--- src/rtl/alu_pkg.sv ---
// Shared definitions for the ALU execute stage: opcode map, flag bit positions
// and opcode classification helpers.
package alu_pkg;

    typedef enum logic [3:0] {
        OP_AND = 4'h0,
        OP_EOR = 4'h1,
        OP_SUB = 4'h2,
        OP_RSB = 4'h3,
        OP_ADD = 4'h4,
        OP_ADC = 4'h5,
        OP_SBC = 4'h6,
        OP_RSC = 4'h7,
        OP_TST = 4'h8,
        OP_TEQ = 4'h9,
        OP_CMP = 4'hA,
        OP_CMN = 4'hB,
        OP_ORR = 4'hC,
        OP_MOV = 4'hD,
        OP_BIC = 4'hE,
        OP_MVN = 4'hF
    } alu_op_e;

    localparam int unsigned NZCV_N = 3;
    localparam int unsigned NZCV_Z = 2;
    localparam int unsigned NZCV_C = 1;
    localparam int unsigned NZCV_V = 0;

    // Compare-class ops always set flags and never write a result back.
    function automatic logic is_cmp(input alu_op_e op);
        case (op)
            OP_TST, OP_TEQ, OP_CMP, OP_CMN: return 1'b1;
            default:                        return 1'b0;
        endcase
    endfunction

    // Logical ops leave C and V untouched.
    function automatic logic is_logic(input alu_op_e op);
        case (op)
            OP_AND, OP_EOR, OP_TST, OP_TEQ,
            OP_ORR, OP_MOV, OP_BIC, OP_MVN: return 1'b1;
            default:                        return 1'b0;
        endcase
    endfunction

endpackage

--- src/rtl/alu_core.sv ---
// Combinational ALU: every arithmetic op is folded onto a single adder
// x + y + ci, with subtraction expressed as x + ~y + carry.
module alu_core
    import alu_pkg::*;
#(
    parameter int WIDTH = 32
) (
    input  logic [WIDTH-1:0] a,
    input  logic [WIDTH-1:0] b,
    input  logic [3:0]       op,
    input  logic             cin,
    output logic [WIDTH-1:0] result,
    output logic             n,
    output logic             z,
    output logic             c,
    output logic             v
);

    alu_op_e          op_e_s;
    logic [WIDTH-1:0] x_s;
    logic [WIDTH-1:0] y_s;
    logic             ci_s;
    logic [WIDTH-1:0] logic_res_s;
    logic [WIDTH:0]   sum_s;
    logic             arith_s;

    assign op_e_s = alu_op_e'(op);

    // Select adder operands / carry-in, or the logical result.
    always_comb begin
        x_s         = a;
        y_s         = b;
        ci_s        = 1'b0;
        logic_res_s = {WIDTH{1'b0}};
        case (op_e_s)
            OP_AND, OP_TST: logic_res_s = a & b;
            OP_EOR, OP_TEQ: logic_res_s = a ^ b;
            OP_SUB, OP_CMP: begin
                y_s  = ~b;
                ci_s = 1'b1;
            end
            OP_RSB: begin
                x_s  = b;
                y_s  = ~a;
                ci_s = 1'b1;
            end
            OP_ADD, OP_CMN: ci_s = 1'b0;
            OP_ADC:         ci_s = cin;
            OP_SBC: begin
                y_s  = ~b;
                ci_s = cin;
            end
            OP_RSC: begin
                x_s  = b;
                y_s  = ~a;
                ci_s = cin;
            end
            OP_ORR:  logic_res_s = a | b;
            OP_MOV:  logic_res_s = b;
            OP_BIC:  logic_res_s = a & ~b;
            OP_MVN:  logic_res_s = ~b;
            default: logic_res_s = {WIDTH{1'b0}};
        endcase
    end

    assign arith_s = !is_logic(op_e_s);
    assign sum_s   = {1'b0, x_s} + {1'b0, y_s} + {{WIDTH{1'b0}}, ci_s};
    assign result  = arith_s ? sum_s[WIDTH-1:0] : logic_res_s;
    assign n       = result[WIDTH-1];
    assign z       = (result == {WIDTH{1'b0}});
    assign c       = arith_s ? sum_s[WIDTH] : cin;
    // Overflow: both adder inputs share a sign that the sum does not.
    assign v       = arith_s && (x_s[WIDTH-1] == y_s[WIDTH-1])
                             && (sum_s[WIDTH-1] != x_s[WIDTH-1]);

endmodule

--- src/rtl/execute_pipe.sv ---
// Two-stage ALU execute stage: forwarded operand capture (S1), ALU, result
// register (S2), valid/ready handshake and the architectural NZCV register.
module execute_pipe
    import alu_pkg::*;
#(
    parameter int         WIDTH      = 32,
    parameter int         NUM_FWD    = 2,
    parameter logic [3:0] NZCV_RESET = 4'h0
) (
    input  logic                         clk,
    input  logic                         rst,
    input  logic                         flush,
    input  logic                         in_valid,
    output logic                         in_ready,
    input  logic [3:0]                   in_op,
    input  logic                         in_s,
    input  logic [WIDTH-1:0]             in_opr1,
    input  logic [WIDTH-1:0]             in_opr2,
    input  logic [$clog2(NUM_FWD+1)-1:0] in_fwd1_sel,
    input  logic [$clog2(NUM_FWD+1)-1:0] in_fwd2_sel,
    input  logic [NUM_FWD*WIDTH-1:0]     fwd_data,
    output logic                         out_valid,
    input  logic                         out_ready,
    output logic [WIDTH-1:0]             out_result,
    output logic                         out_wr_en,
    output logic [3:0]                   out_nzcv
);

    localparam int SEL_W = $clog2(NUM_FWD + 1);

    logic             s1_valid_r;
    alu_op_e          s1_op_r;
    logic             s1_s_r;
    logic [WIDTH-1:0] s1_a_r;
    logic [WIDTH-1:0] s1_b_r;

    logic             s2_valid_r;
    logic [WIDTH-1:0] result_r;
    logic             wr_en_r;
    logic [3:0]       nzcv_r;

    logic             s2_adv_s;
    logic             in_fire_s;
    logic [WIDTH-1:0] fwd_a_s;
    logic [WIDTH-1:0] fwd_b_s;
    logic [WIDTH-1:0] alu_res_s;
    logic             alu_n_s;
    logic             alu_z_s;
    logic             alu_c_s;
    logic             alu_v_s;
    logic [3:0]       nzcv_next_s;
    logic             flag_upd_s;

    // Select 0 = register operand, k = forward slice k-1, anything above NUM_FWD = zero.
    function automatic logic [WIDTH-1:0] fwd_pick(
        input logic [SEL_W-1:0]         sel,
        input logic [WIDTH-1:0]         opr,
        input logic [NUM_FWD*WIDTH-1:0] fwd
    );
        logic [WIDTH-1:0] val;
        val = (sel == {SEL_W{1'b0}}) ? opr : {WIDTH{1'b0}};
        for (int k = 1; k <= NUM_FWD; k++) begin
            val = (int'(sel) == k) ? fwd[(k-1)*WIDTH +: WIDTH] : val;
        end
        return val;
    endfunction

    assign s2_adv_s  = s1_valid_r && (!s2_valid_r || out_ready);
    assign in_ready  = !s1_valid_r || s2_adv_s;
    assign in_fire_s = in_valid && in_ready;
    assign fwd_a_s   = fwd_pick(in_fwd1_sel, in_opr1, fwd_data);
    assign fwd_b_s   = fwd_pick(in_fwd2_sel, in_opr2, fwd_data);

    // Carry-in comes straight from the flag register, so a flag-setting op
    // leaving S1 on the same edge is already visible to the next op.
    alu_core #(.WIDTH(WIDTH)) u_alu (
        .a      (s1_a_r),
        .b      (s1_b_r),
        .op     (s1_op_r),
        .cin    (nzcv_r[NZCV_C]),
        .result (alu_res_s),
        .n      (alu_n_s),
        .z      (alu_z_s),
        .c      (alu_c_s),
        .v      (alu_v_s)
    );

    assign flag_upd_s = is_cmp(s1_op_r) || s1_s_r;

    // Next flag value; logical ops preserve C and V.
    always_comb begin
        nzcv_next_s         = nzcv_r;
        nzcv_next_s[NZCV_N] = alu_n_s;
        nzcv_next_s[NZCV_Z] = alu_z_s;
        if (is_logic(s1_op_r)) begin
            nzcv_next_s[NZCV_C] = nzcv_r[NZCV_C];
            nzcv_next_s[NZCV_V] = nzcv_r[NZCV_V];
        end else begin
            nzcv_next_s[NZCV_C] = alu_c_s;
            nzcv_next_s[NZCV_V] = alu_v_s;
        end
    end

    // Stage 1: operand register with forwarding applied at capture.
    always_ff @(posedge clk or posedge rst) begin
        if (rst) begin
            s1_valid_r <= 1'b0;
            s1_op_r    <= OP_AND;
            s1_s_r     <= 1'b0;
            s1_a_r     <= {WIDTH{1'b0}};
            s1_b_r     <= {WIDTH{1'b0}};
        end else if (flush) begin
            s1_valid_r <= 1'b0;
        end else if (in_fire_s) begin
            s1_valid_r <= 1'b1;
            s1_op_r    <= alu_op_e'(in_op);
            s1_s_r     <= in_s;
            s1_a_r     <= fwd_a_s;
            s1_b_r     <= fwd_b_s;
        end else if (s2_adv_s) begin
            s1_valid_r <= 1'b0;
        end
    end

    // Stage 2: result register and flag commit; a flush discards the advancing op.
    always_ff @(posedge clk or posedge rst) begin
        if (rst) begin
            s2_valid_r <= 1'b0;
            result_r   <= {WIDTH{1'b0}};
            wr_en_r    <= 1'b0;
            nzcv_r     <= NZCV_RESET;
        end else if (flush) begin
            s2_valid_r <= 1'b0;
        end else if (s2_adv_s) begin
            s2_valid_r <= 1'b1;
            result_r   <= alu_res_s;
            wr_en_r    <= !is_cmp(s1_op_r);
            if (flag_upd_s) begin
                nzcv_r <= nzcv_next_s;
            end
        end else if (out_ready) begin
            s2_valid_r <= 1'b0;
        end
    end

    assign out_valid  = s2_valid_r;
    assign out_result = result_r;
    assign out_wr_en  = wr_en_r;
    assign out_nzcv   = nzcv_r;

endmodule

--- config.mk ---
export PLATFORM = sky130hd
export DESIGN_NAME = execute_pipe
export DESIGN_NICKNAME = d
export VERILOG_FILES = /design/src/rtl/alu_pkg.sv /design/src/rtl/alu_core.sv /design/src/rtl/execute_pipe.sv
export SDC_FILE = /design/constraint.sdc
export NUM_CORES = 1
export LEC_CHECK = 0
export ABC_AREA = 0
export BUFFER_PORTS_ARGS = -buffer_cell sky130_fd_sc_hd__buf_2
export CAP_MARGIN = 20
export CORE_MARGIN = 2
export CORE_UTILIZATION = 42
export DETAILED_ROUTE_END_ITERATION = 10
export SYNTH_ARGS = -nofsm -noshare
export SYNTH_HDL_FRONTEND = slang
export SYNTH_SLANG_ARGS = --single-unit
--- constraint.sdc ---
create_clock -name clk -period 6.59 [get_ports clk]
set_input_delay 0.659 -clock clk [delete_from_list [all_inputs] [get_ports clk]]
set_output_delay 0.659 -clock clk [all_outputs]
set_load 0.02 [all_outputs]
### After elaboration in Yosys (flattened, before gate mapping)

Memories as Yosys holds them, arrays and structs flattened.
Index checks and enable logic that the tools add are counted.

| storage, ports and cells | value |
|---|---|
| register bits | 108 |
| bits in latches | 0 |
| RAM bits | 0 |
| bits in read-only memories | 32 |
| bits of input ports | 142 |
| output and inout port bits | 39 |
| word-level logic and storage cells | 93 |
| memories | 2 |

| cells by class | value |
|---|---|
| add/sub/neg operators | 2 |
| multiply operators | 0 |
| div/mod/pow operators | 0 |
| magnitude comparators | 0 |
| eq/ne operators | 20 |
| shift operators | 0 |
| mux-type cells | 20 |
| bitwise logic cells | 9 |
| reductions and logical operators | 29 |

Memories:

| memory | words | bits a word | read ports | clocked after memory_dff | wr ports | line | source |
|---|---|---|---|---|---|---|---|
| (name not given) | 16 | 1 | 1 | 0 | 0 | alu_pkg.sv:39 | `case (op)` |
| (name not given) | 16 | 1 | 1 | 0 | 0 | alu_pkg.sv:39 |  |

Operators with widths:

| kind | count |
|---|---|
| $mux 32 | 8 |
| $pmux 32 s6 | 1 |
| $and 32x32->32 | 2 |
| $not 32->32 | 2 |
| $pmux 32 s2 | 1 |
| $add 32x32->33 | 1 |
| $add 33x1->33 | 1 |
| $eq 4x4->1 const B | 8 |
| $logic_not 32->1 | 1 |
| $or 32x32->32 | 1 |
| $xor 32x32->32 | 1 |
| $eq 4x3->1 const B | 3 |
| $mux 1 | 9 |
| $reduce_or 3->1 | 3 |
| $eq 2x2->1 const B | 4 |
| $eq 4x2->1 const B | 2 |
| $reduce_bool 3->1 | 2 |
| $reduce_or 2->1 | 3 |
| $reduce_and 5->1 | 1 |
| $eq 4x1->1 const B | 1 |
| $logic_and 1x1->1 | 4 |
| $logic_not 1->1 | 4 |
| $logic_not 2->1 | 2 |
| $logic_not 4->1 | 1 |
| 9 further kinds | 14 |

### Longest topological paths before layout

| logic depth | value |
|---|---|
| depth after elaboration | 7 |
| mapped depth | 23 |
| mapped depth without buffers | 17 |

### Cells and area by module

Synthesis repeated with hierarchy kept, for this count alone.

| unflattened totals | value |
|---|---|
| cell total of the unflattened synthesis | 1,362 |
| area total of the unflattened synthesis | 11,187.0 sq um |

Modules (own cells, without submodules):

| module | times used | cells an instance | area each (sq um) | sequential area each (sq um) |
|---|---|---|---|---|
| alu_core | 1 | 905 | 5,644.2 | 0.0 |
| execute_pipe | 1 | 457 | 5,542.8 | 2,702.6 |

### Least setup slack after synthesis

Ideal clock, no wire load.

| path | value |
|---|---|
| kind | register to register |
| start | register s1_op_r[1] |
| end | register nzcv_r[2] (netlist: out_nzcv[2]) |
| setup time | 66 ps |
| data arrival time | 4,744 ps |
| data required time | 6,524 ps |
| setup slack | 1,781 ps |
| cell stages (with the launch flop) | 22 |
| path buffers | 6 |
| clock period less this slack | 4,809 ps |
| cells stage by stage | dfrtp_1 -> buf_2 -> buf_4 -> buf_2 -> clkbuf_1 -> nand3b_1 -> clkbuf_1 -> clkbuf_1 -> a31oi_1 -> fa_1 -> inv_1 -> fa_1 -> a21o_1 -> a221oi_4 -> nor4_2 -> or3_1 -> a31oi_1 -> nand3b_1 -> or4_1 -> nor4_2 -> nand4_1 -> nand2_1 |

| between the ends | value |
|---|---|
| word-level cells in the longest chain between the ends | 7 |
| elaborated cells between the ends (all ways) | 34 |
| those cells by class | add/sub (2); eq/ne (14); mux (6); reduce/logical (11); memory (1) |

RTL lines:

| what | line | source |
|---|---|---|
| start: declaration | execute_pipe.sv:32 | `alu_op_e s1_op_r;` |
| start signal: assignment | execute_pipe.sv:116 | `s1_op_r <= alu_op_e'(in_op);` |
| $eq 4x2->1, or another cell as far along | alu_core.sv:35 | `case (op_e_s)` |
| $reduce_or 3->1 (no line) or $reduce_or 2->1 (tied branches) | n/a |  |
| $pmux 32 s2 or $mux 32 (tied branches) | alu_core.sv:35 |  |
| $add 32x32->33 | alu_core.sv:67 | `assign sum_s = {1'b0, x_s} + {1'b0, y_s} + {{WIDTH{1'b0}}, ci_s};` |
| $add 33x1->33 | alu_core.sv:67 |  |
| $mux 32 | alu_core.sv:68 | `assign result = arith_s ? sum_s[WIDTH-1:0] : logic_res_s;` |
| $logic_not 32->1 | alu_core.sv:70 | `assign z = (result == {WIDTH{1'b0}});` |
| end signal: assignment | execute_pipe.sv:139 | `nzcv_r <= nzcv_next_s;` |
| end: declaration | execute_pipe.sv:40 | `logic [3:0] nzcv_r;` |

Several ways; a longest one is shown, not always the timed one.
A chain may end at the register's enable or synchronous reset.

### Final worst setup path

| path | value |
|---|---|
| start | register s1_op_r[0] |
| end | register nzcv_r[2] (netlist: out_nzcv[2]) |

The elaborated chain is that of the path after synthesis.

==> metrics.cfg <==
[run_status]
status=finished clean

[power_and_ir_drop]
swShare_pct=48.7
total_power_mw=4.06
cellLeakagePower_nw=5.49
p_seq_share_pct=24.4
pwr-share-clk_pct=15.4
p_sw_mw=1.98
pwr-share-comb_pct=60.3
ir_drop_uv=134
internal_power_mw=2.08
power.density_nw_per_um2=344

[floorplan]
die_x_um=162
pin_count=181
rows=57
core_um2=24400
start_util_pct=42.9
die_height_um=162
dieArea_um2=26200

[synthesis]
yosys_warnings=0
synthTopCellsByCount=nand2_1, o21ai_0, a21oi_1, nor2_1, dfrtp_1
synth_edf_count=0
synthCells=1402
synth_fp_nets=1609
post-synth-top-area-cell=dfrtp_1
ys_seq_area_share_pct=25.8
synth-seq-cells=108
syn_area_per_cell_um2=7.46
async_flop_share_pct=100
synth.most_common_cell=nand2_1
synth_flop_cell=dfrtp_1
synth_top_area_share_pct=25.8
synthTopCellsByArea=dfrtp_1, o21ai_0, ha_1
syn_area_um2=10500
synth.distinct_cells=80

[final_layout]
antenna_cells=0
finalNonFillerCells=1831
num-nets-final=1709
final_area_um2=11800
drive_above_1_share_pct=16.1
synthToLayoutAreaGrowth_pct=12.9

[detailed_routing]
via_per_inst=5.88
wl_per_cell_um=18.9
drt_iter0_drc=918
drt_wl_total_mm=34.6
ant_nets=0
drc=0
drtPass1Iterations=5
num_vias=10800

[timing]
worstMarginPinSlew_ns=1.06
slew-limit-headroom_pct=28.9
post-route-period-util_pct=77.1
clock_skew_ns=0.0149
tns_ns=0
max_freq_mhz=197
post-route-min-period_ns=5.08
finalSetupViolCount=0
rsz0062_at_grt=no
slew_violations=0
hold_viol=0

[place]
port_buffers=180
dp_cells=1815
post-dp-hpwl_mm=26.4
place_area_um2=11500
gp_congestion=0.936

[global_route]
grt_pass1_wl_mm=54.4
antenna_found_initial=0
overflow=0
first_global_vias=9519
grt_max_degree=98
grtUsageTotal_pct=26.1

[setup_path]
crit_required_ns=6.90
path_buf_inv=2
cp-start-kind=flip-flop
critical_path_class=reg -> reg
cpPeakStageDelay_ns=0.66
crit_path_cell_trace=inv_2 -> nand3_1 -> nand2_1 -> buf_4 -> nand2_1 -> o21ai_0 -> o21ai_0 -> ha_1 -> a21o_1 -> nor3_1 -> a221o_1 -> and4_1 -> o21ai_0 -> o311ai_1 -> or4_1 -> nor4_2 -> nand4_1 -> nand2_1
worstSetupEndpointType=flip-flop
cp_top_family=simple AND/OR/NAND/NOR gates
cpMaxStageDelayCell=nand2_1
crit_fanout=31
crit_arrival_ns=5.38

[clock_network]
cts_tree=built
htreeDepth=3
cts_setup_buffers=0
root_buffer=clkbuf_16
clockBufferDepth=2
holdBufCountCts=0
ctsResizeCount=0
cts_buffers=9
clkLatencyLatePin_ns=0.37
cts_sinks=108
path_clk_slew_ns=0.08

[run]
maxCapViolCount=0

[worst_hold_path]
hp-class=in -> async

cell usage in the layout (no fill, tap or decap), types with 5 or more instances in the layout:
cell type  synthesis  final
o21a_1             5      5
xnor2_1           28     28
or3_1              5      5
a21o_1            11     11
and2_1             5      5
a22oi_1            9      9
nor2b_1            8      6
buf_4              3     15
nand4b_1           7      7
buf_2             18    180
a31oi_1           12     12
clkbuf_16          0      9
a32oi_1            6      6
nor3_1            19     19
and3_1             9      9
mux2_2             9      9
o21ai_0          159    159
mux2i_1           70     70
nor2_1           117    115
o21ai_1            6      6
a221oi_1           6      6
nand3_1           22     22
nand3b_1           5      5
o22ai_1           19     19
a211oi_1          74     74
nand4_1           11     11
o21bai_1           7      7
nand2_1          186    186
xor2_1            10     10
inv_1             81     80
dfrtp_1          108    107
nand2b_1           5      5
a21oi_1          124    124
o211ai_1           7      7
ha_1              63     63
o221ai_1           8      8
layer usage:
layer  part of all wire, %  global-route usage (%)  vias to the layer above
li1                      -                       -                     5290
met1                    51                    43.4                     4939
met2                    39                    35.6                      512
met3                   8.3                    2.22                       26
met4                   1.3                    5.87                        0
met5                     0                       0                        -
flip-flops by register name, indices dropped and copies added, names as in the netlist:
register / cells
s1_valid_r: 1
s1_b_r: 32
out_result: 32
out_nzcv: 4
out_valid: 1
s1_a_r: 32
s1_s_r: 1
s1_op_r: 4
out_wr_en: 1
through the flow:
step / hold WS [ns] / worst slack (ns) / util (%)
2_1_floorplan: 0.473 / 1.78 / -
3_3_place_gp: 0.455 / 1.67 / 47.1
3_5_place_dp: 0.459 / 1.57 / 47.1
4_1_cts: 0.398 / 1.55 / 48.4
5_1_grt: 0.435 / 1.09 / 48.4
6_report: 0.371 / 1.51 / 48.4
worst paths after layout:
path | start | to | slack, ns | cells past startpoint
worst min register to register | out_result[15] | out_result[15] | 0.47 | 2
min in group clk | out_result[15] | out_result[15] | 0.47 | 2
worst max register to register | s1_op_r[0] | out_nzcv[2] | 1.51 | 18
worst max-delay path | s1_op_r[0] | out_nzcv[2] | 1.51 | 18
worst min-delay path | rst | out_result[2] | 0.37 | 2
max in group asynchronous | rst | s1_op_r[1] | 5.00 | 3
cell type report:
class | instances | area (um2)
well taps | 324 | 405
flip-flops and latches | 108 | 2700
clock buffers | 12 | 256
fillers | 2514 | 12600
repair buffers | 195 | 1010
multi-input cells | 1105 | 7040
clock inverters | 4 | 77.6
inverters | 83 | 314
power by group through the flow:
| stage | Sequential [mW] | Combinational (mW) | Clock [mW] |
|---|---|---|---|
| 6_report | 0.990 | 2.45 | 0.625 |
| 5_1_grt | 1.02 | 2.70 | 0.662 |
| 4_1_cts | 0.987 | 2.41 | 0.637 |
| 3_5_place_dp | 1.00 | 2.40 | 0 |
| 3_3_place_gp | 0.996 | 2.38 | 0 |
| 2_1_floorplan | 1.08 | 1.63 | 0 |
worst reg2reg max path: cells and delay by family (launching register included):
kind | cells | cell delay (ns)
AND/OR/NAND/NOR | 9 | 2.24
AO/OA/AOI/OAI | 6 | 1.03
buffers and inverters | 2 | 0.82
adder cells (fa/ha/maj) | 1 | 0.54
flip-flops | 1 | 0.39
logic make-up after synthesis:
kind of cell / synth area share (%)
compound gates: 30.4
xor+xnor: 3.18
fa+ha+maj: 7.91
buf+inv: 7.17
flops: 25.8
mux: 7.66
simple gates: 17.9
Power figures use the tool's default switching activity.
